[config.mk]
export PLATFORM = sky130hd
export DESIGN_NAME = serial_subtractor
export DESIGN_NICKNAME = d
export VERILOG_FILES = /design/src/rtl/serial_sub_pkg.sv /design/src/rtl/full_subtractor.sv /design/src/rtl/half_subtractor.sv /design/src/rtl/serial_subtractor.sv
export SDC_FILE = /design/constraint.sdc
export NUM_CORES = 1
export LEC_CHECK = 0
export BUFFER_PORTS_ARGS = -buffer_cell sky130_fd_sc_hd__buf_4
export CAP_MARGIN = 20
export CORE_ASPECT_RATIO = 1.5
export CORE_MARGIN = 4
export CORE_UTILIZATION = 55
export CTS_BUF_LIST = sky130_fd_sc_hd__clkbuf_8
export DETAILED_ROUTE_END_ITERATION = 12
export GPL_TIMING_DRIVEN = 0
export PLACE_DENSITY = 0.78
export REMOVE_ABC_BUFFERS = 1
export SLEW_MARGIN = 20
export SYNTH_ARGS = -nofsm -noshare
export SYNTH_HDL_FRONTEND = slang
export SYNTH_HIERARCHICAL = 1
export SYNTH_SLANG_ARGS = --single-unit
[constraint.sdc]
create_clock -name clk -period 4.6 [get_ports clk]
set_clock_uncertainty 0.2 [all_clocks]
set_input_delay 0.23 -clock clk [delete_from_list [all_inputs] [get_ports clk]]
set_output_delay 0.23 -clock clk [all_outputs]
set_load 0.1 [all_outputs]
[src/rtl/serial_sub_pkg.sv]
// Shared types and helpers for the bit-serial subtractor.
package serial_sub_pkg;

   typedef enum logic [1:0] {S_IDLE, S_BUSY, S_DONE} sub_state_t;

   // Bit counter width; a 1-bit operand still needs a 1-bit counter.
   function automatic int unsigned cnt_width(input int unsigned w);
      return (w > 1) ? 32'($clog2(w)) : 32'd1;
   endfunction

endpackage

[src/rtl/full_subtractor.sv]
// Full subtractor built from two half subtractors and an OR on the borrows.
module full_subtractor (
   input  logic x,
   input  logic y,
   input  logic bi,
   output logic d,
   output logic bo
);

   logic d1, b1, b2;

   half_subtractor u_hs0 (.x(x),  .y(y),  .d(d1), .bo(b1));
   half_subtractor u_hs1 (.x(d1), .y(bi), .d(d),  .bo(b2));

   assign bo = b1 | b2;

endmodule

[src/rtl/half_subtractor.sv]
// Half subtractor: d = x - y, bo = borrow out.
module half_subtractor (
   input  logic x,
   input  logic y,
   output logic d,
   output logic bo
);

   assign d  = x ^ y;
   assign bo = ~x & y;

endmodule

[src/rtl/serial_subtractor.sv]
// Bit-serial unsigned subtractor: a - b - bin, one bit per clock, LSB first,
// behind a start/ready/done handshake.
module serial_subtractor
   import serial_sub_pkg::*;
#(
   parameter int unsigned WIDTH = 8
) (
   input  logic             clk,
   input  logic             rst_n,
   input  logic             start,
   input  logic [WIDTH-1:0] a,
   input  logic [WIDTH-1:0] b,
   input  logic             bin,
   output logic             ready,
   output logic [WIDTH-1:0] diff,
   output logic             bout,
   output logic             done
);

   localparam int unsigned CW = cnt_width(WIDTH);

   sub_state_t       state, state_d;
   logic [WIDTH-1:0] a_sh, b_sh, res;
   logic [CW-1:0]    cnt;
   logic             br;
   logic             d_bit, bo_bit;
   logic             last_c;
   logic [WIDTH-1:0] res_next_c;

   full_subtractor u_fs (
      .x (a_sh[0]),
      .y (b_sh[0]),
      .bi(br),
      .d (d_bit),
      .bo(bo_bit)
   );

   assign last_c     = (cnt == CW'(WIDTH - 1));
   // New bit enters at the MSB so the LSB-first stream lands in place after WIDTH shifts.
   assign res_next_c = (res >> 1) | (WIDTH'(d_bit) << (WIDTH - 1));

   // Next-state logic
   always_comb begin
      state_d = state;
      case (state)
         S_IDLE:  if (start) state_d = S_BUSY;
         S_BUSY:  if (last_c) state_d = S_DONE;
         S_DONE:  state_d = S_IDLE;
         default: state_d = S_IDLE;
      endcase
   end

   // State register and registered handshake outputs
   always_ff @(posedge clk or negedge rst_n) begin
      if (!rst_n) begin
         state <= S_IDLE;
         ready <= 1'b1;
         done  <= 1'b0;
      end else begin
         state <= state_d;
         ready <= (state_d == S_IDLE);
         done  <= (state_d == S_DONE);
      end
   end

   // Serial datapath: operand shifters, borrow flop, counter, result
   always_ff @(posedge clk or negedge rst_n) begin
      if (!rst_n) begin
         a_sh <= '0;
         b_sh <= '0;
         res  <= '0;
         cnt  <= '0;
         br   <= 1'b0;
         diff <= '0;
         bout <= 1'b0;
      end else begin
         case (state)
            S_IDLE: begin
               if (start) begin
                  a_sh <= a;
                  b_sh <= b;
                  br   <= bin;
                  cnt  <= '0;
               end
            end
            S_BUSY: begin
               a_sh <= a_sh >> 1;
               b_sh <= b_sh >> 1;
               res  <= res_next_c;
               br   <= bo_bit;
               cnt  <= cnt + CW'(1);
               if (last_c) begin
                  diff <= res_next_c;
                  bout <= bo_bit;
               end
            end
            default: ;
         endcase
      end
   end

endmodule
# --- Word-level counts from Yosys, hierarchy flattened ---
# Cells that the tools add are included.
op_classes:
  n_bitwise: 8
  n_mux: 11
  n_reduce_logical: 5
  eq_ne: 4
  addsub: 1
ops:
  columns: ["operator", "count"]
  rows:
  - ["one-hot mux 8 bit (2 select lines)", 2]
  - ["two-way mux 8 bit", 2]
  - ["bitwise OR 7 x 8 -> 8 bit", 1]
  - ["one-hot mux 3 bit (2 select lines)", 1]
  - ["logical NOT 2 bit", 2]
  - ["two-way mux 2 bit", 2]
  - ["one-hot mux 2 bit (2 select lines)", 1]
  - ["AND reduction 2 bit", 2]
  - ["adder 3 x 1 -> 3 bit, second input constant", 1]
  - ["equality test 3 bit, second input constant", 1]
  - ["two-way mux 3 bit", 1]
  - ["bitwise AND 1 bit", 2]
  - ["equality test 2 x 1 -> 1 bit, second input constant", 1]
  - ["equality test 2 bit, second input constant", 1]
  - ["inequality test 2 bit, second input constant", 1]
  - ["inverter 1 bit", 2]
  - ["one-hot mux 1 bit (2 select lines)", 1]
  - ["nonzero test 2 bit", 1]
  - ["XOR 1 bit", 2]
  - ["two-way mux 1 bit", 1]
  - ["bitwise OR 1 bit", 1]
word_totals:
  in_bits: 20
  word_cells: 39
  regBits: 41

# --- Longest topological paths before layout ---
logic_depth:
  depth_word: 5
  ltp_mapped: 8
  ltp_nobuf: 8

# --- By module ---
# The synthesis kept the hierarchy.
modules_own_cells:
  columns: ["mod", "cells_per_inst", "area_per_inst_um2", "n_inst", "seq_area_each_um2"]
  rows:
  - ["serial_subtractor", 155, 1764.2, 1, 1002.2]
  - ["half_subtractor", 3, 20.0, 2, 0.0]
  - ["full_subtractor", 1, 6.3, 1, 0.0]

# --- Least setup slack after synthesis ---
# OpenSTA, ideal clock, no wires.
synth_path:
  path_type: "register to register"
  start: "register b_sh[0]"
  end: "register bout"
  t_required_ps: 4274
  slack_ps: 2920
  arrival_ps: 1354
  path_stages_with_launch: 7
  path_buffers: 0
  setup_ps: 126
  cell_sequence: "dfrtp_1 ha_1 inv_1 inv_1 ha_1 or2_1 mux2_2"
synth_between:
  elab_chain_len: 4
  word_cells_on_any_way: 5
  classes_between: "bitwise: 5"
synth_lines:
  columns: ["element", "line", "source"]
  rows:
  - ["start: declaration", "serial_subtractor.sv:23", "logic [WIDTH-1:0] a_sh, b_sh, res;"]
  - ["start signal: assignment", "serial_subtractor.sv:88", "b_sh <= b_sh >> 1;"]
  - ["XOR 1 bit", "half_subtractor.sv:9", "assign d = x ^ y;"]
  - ["via u_fs.d1", "full_subtractor.sv:10", "logic d1, b1, b2;"]
  - ["inverter 1 bit", "half_subtractor.sv:10", "assign bo = ~x & y;"]
  - ["bitwise AND 1 bit", "half_subtractor.sv:10", null]
  - ["via u_fs.b2", "full_subtractor.sv:10", null]
  - ["bitwise OR 1 bit", "full_subtractor.sv:15", "assign bo = b1 | b2;"]
  - ["via bo_bit", "serial_subtractor.sv:26", "logic d_bit, bo_bit;"]
  - ["end signal: assignment", "serial_subtractor.sv:94", "bout <= bo_bit;"]
  - ["end: declaration", "serial_subtractor.sv:16", "output logic bout,"]
# The timed path passes the listed nets, and every way through them passes these cells.
# A chain may end at the register's enable or synchronous reset.

# --- Worst setup path in the final report ---
layout_path:
  start: "register state[0]"
  end: "register diff[2]"
layout_between:
  elab_chain_len: 2
layout_lines:
  columns: ["element", "line", "source"]
  rows:
  - ["start: declaration", "serial_subtractor.sv:22", "sub_state_t state, state_d;"]
  - ["start signal: assignment", "serial_subtractor.sv:60", "state <= state_d;"]
  - ["equality test 2 x 1 -> 1 bit", "serial_subtractor.sv:77", "case (state)"]
  - ["AND reduction 2 bit (no line)", null, null]
  - ["end signal: assignment", "serial_subtractor.sv:93", "diff <= res_next_c;"]
  - ["end: declaration", "serial_subtractor.sv:15", "output logic [WIDTH-1:0] diff,"]
# No other way between the ends.

==> impl_metrics.yaml <==
power:
  p_comb_frac: 0.472
  internal_power_uw: 942
  p_leak_nw: 1.04
  p_seq_frac: 0.372
  clkPwrFrac: 0.157
  p_sw_uw: 809
  peakVddDrop_mv: 0.698
  p_per_area_nw_per_um2: 816
  swShare: 0.462
synth:
  yosysWarnings: 6
  synth_adder_area_share: 0.0276
  synth_enable_flop_cells: 0
  synth_mux_area_frac: 0.0739
  synthXorXnorAreaFrac: 0
  synthesis.area_um2: 1810
  synth_top_family_by_area: "simple AND/OR/NAND/NOR gates"
  avgSynthCellArea_um2: 11.2
  synth_sequential_area_ratio: 0.554
  async_flop_share: 1.00
  synthSimpleGateAreaFrac: 0.152
  synth_flop_cell: "dfrtp_1"
  synth-compound-area-share: 0.131
  syn_inst: 162
  ys_ff_latch: 40
  synth_cell_types: 26
route:
  wl_mm: 3.63
  num_vias: 1338
  drtIter0Drc: 45
  wire_per_inst_um: 15.6
  viasPerCell: 5.74
  ant_nets: 0
  route.detailed.drc: 0
  drt-pass1-iter-count: 4
floorplan:
  die_h_um: 78.3
  coreArea_um2: 3160
  io_pins: 31
  dieWidth_um: 54.8
  initial_core_util: 0.573
  rows: 25
  die_area_um2: 4290
worst_setup_path:
  r2r_start: "state[0]$_DFF_PN0_"
  critical_path_arrival_ps: 2160
  slowest_stage: "dfrtp_1"
  r2r_end: "diff[2]$_DFFE_PN0P_"
  crit_family: "flip-flops"
  crit_buf_inv: 1
  reg2reg_depth: 4
  startpoint_type: "flip-flop"
  r2r_slack_ps: 2410
  critPathKind: "reg2reg"
  end_kind: "flip-flop"
  cp_max_fo: 26
  crit_required_ps: 4580
  crit_start: "state[0]$_DFF_PN0_"
  crit_chain: "nor2b_4, nand2_8, inv_6, mux2_4"
  endpoint: "diff[2]$_DFFE_PN0P_"
  cpPeakStageDelay_ps: 870
  path_depth: 4
sta:
  timing.final.setup_violations: 0
  slew_viol_final: 0
  clock.fmax_ghz: 0.457
  hold_viol: 0
  period_minus_slack_ps: 2190
  rsz0062_at_grt: "no"
  worst_slew_pin_slew_ps: 809
  fin_tns_setup_ps: 0
  slew_headroom: 0.461
  post-route-period-util: 0.476
  layout_setup_ws_ps: 2410
place:
  port_buffers: 30
  dp_hpwl_mm: 2.49
  place.gp.congestion: 0.769
  dp_slack_ps: 2440
run:
  drv_cap: 0
cts:
  numCtsBuffers: 5
  h-tree-depth: 2
  clk-insertion-delay-late_ps: 290
  cts_buffer_depth: 2
  root_buffer: "clkbuf_8"
  cts.repair.resized: 0
  ctsHoldBuffers: 3
  cts_tree: "built"
  cts_sinks: 40
  post-cts-setup-buffers: 0
  clk_pin_slew_ps: 80
global_route:
  overflow: 0
  antenna_found_initial: 0
  grt_pass1_vias: 1348
  grt_pass1_wl_mm: 6.16
  gr-usage-all-layers: 0.197
  grt_start_max_net_pins: 41
cells_and_area:
  final_common_cell: "dfrtp_1"
  drive_above_1_share: 0.275
  mostFrequentLayoutCells: "dfrtp_1, buf_4, nand2_1"
  final_nets: 216
  antennaDiodeCount: 0
  syn_to_final_growth_pct: 18.6
status:
  status: "complete, no violations"
min_path:
  hp-class: "in2reg"
  whs_path_depth: 3
[power by group through the flow]
stage / logic, mW / registers (mW) / clock network [mW]
final: 0.826 / 0.651 / 0.274
after global routing: 0.903 / 0.676 / 0.302
after CTS: 0.837 / 0.650 / 0.282
after detailed placement: 0.833 / 0.654 / 0
after global placement: 0.806 / 0.642 / 0
after floorplan: 0.353 / 0.924 / 0
[tightest hold or removal path, cell delays in order]
cell and delay [ps]:
buf_4 80, o32ai_1 70, nor2_1 100
[stage by stage]
stage                     cell area [µm²]  hold slack, ps  power [mW]  instances   util
after floorplan                      1730            -266        1.28        152      -
after detailed placement             2010            33.3        1.49        222  0.636
after global routing                 2150            34.6        1.88        233  0.680
after global placement               2010            23.3        1.45        222  0.636
after CTS                            2150            17.4        1.77        233  0.680
final                                2150            27.1        1.75        233  0.680
[area by class of cell]
cell class,count,area [µm²]
clock buffer,5,68.8
clock inverter,3,38.8
fill,262,1010
inverter,8,35.0
multi-input combinational,104,697
sequential,40,1000
tap,40,50.0
timing repair buffer,33,255
[cell usage after synthesis, types with 2 or more instances]
| master | n | area (µm²) |
|---|---|---|
| o32ai_1 | 11 | 96.3 |
| buf_6 | 4 | 45.0 |
| buf_2 | 4 | 20.0 |
| o22ai_1 | 15 | 93.8 |
| inv_1 | 7 | 26.3 |
| a22o_1 | 2 | 17.5 |
| o21ai_0 | 6 | 30.0 |
| nor3_1 | 12 | 60.1 |
| nand2_1 | 24 | 90.1 |
| dfrtp_1 | 39 | 976 |
| mux2_4 | 6 | 90.1 |
| mux2_2 | 3 | 33.8 |
| ha_1 | 4 | 50.1 |
| nor2_1 | 13 | 48.8 |
[logic make-up (layout without fill, tap and decap cells)]
kind of cell             Yosys count  in the layout
AO/OA/AOI/OAI                     34             34
adder cells (fa/ha/maj)            4              4
buffers and inverters             18             49
flip-flops                        40             40
multiplexers                      10             10
AND/OR/NAND/NOR                   56             56
[per-layer routing]
layer / track usage / share of wire
met5: 0 / 0
met1: 0.251 / 0.40
met2: 0.318 / 0.53
met4: 0.0673 / 0.011
met3: 0.0455 / 0.054
[flip-flops by register name (all words and copies together) (netlist names)]
signal / flops
a_sh: 8
b_sh: 8
bout: 1
br: 1
cnt: 3
diff: 8
done: 1
ready: 1
res: 7
state: 2
[worst min path at each step]
stage,startpoint,to
floorplan,rst_n,a_sh[0]$_DFFE_PN0P_
global placement,rst_n,b_sh[4]$_DFFE_PN0P_
detailed placement,rst_n,b_sh[4]$_DFFE_PN0P_
CTS,b[6],b_sh[6]$_DFFE_PN0P_
global route,a[2],a_sh[2]$_DFFE_PN0P_
finish,b[6],b_sh[6]$_DFFE_PN0P_
(Power assumes the default switching activity.)
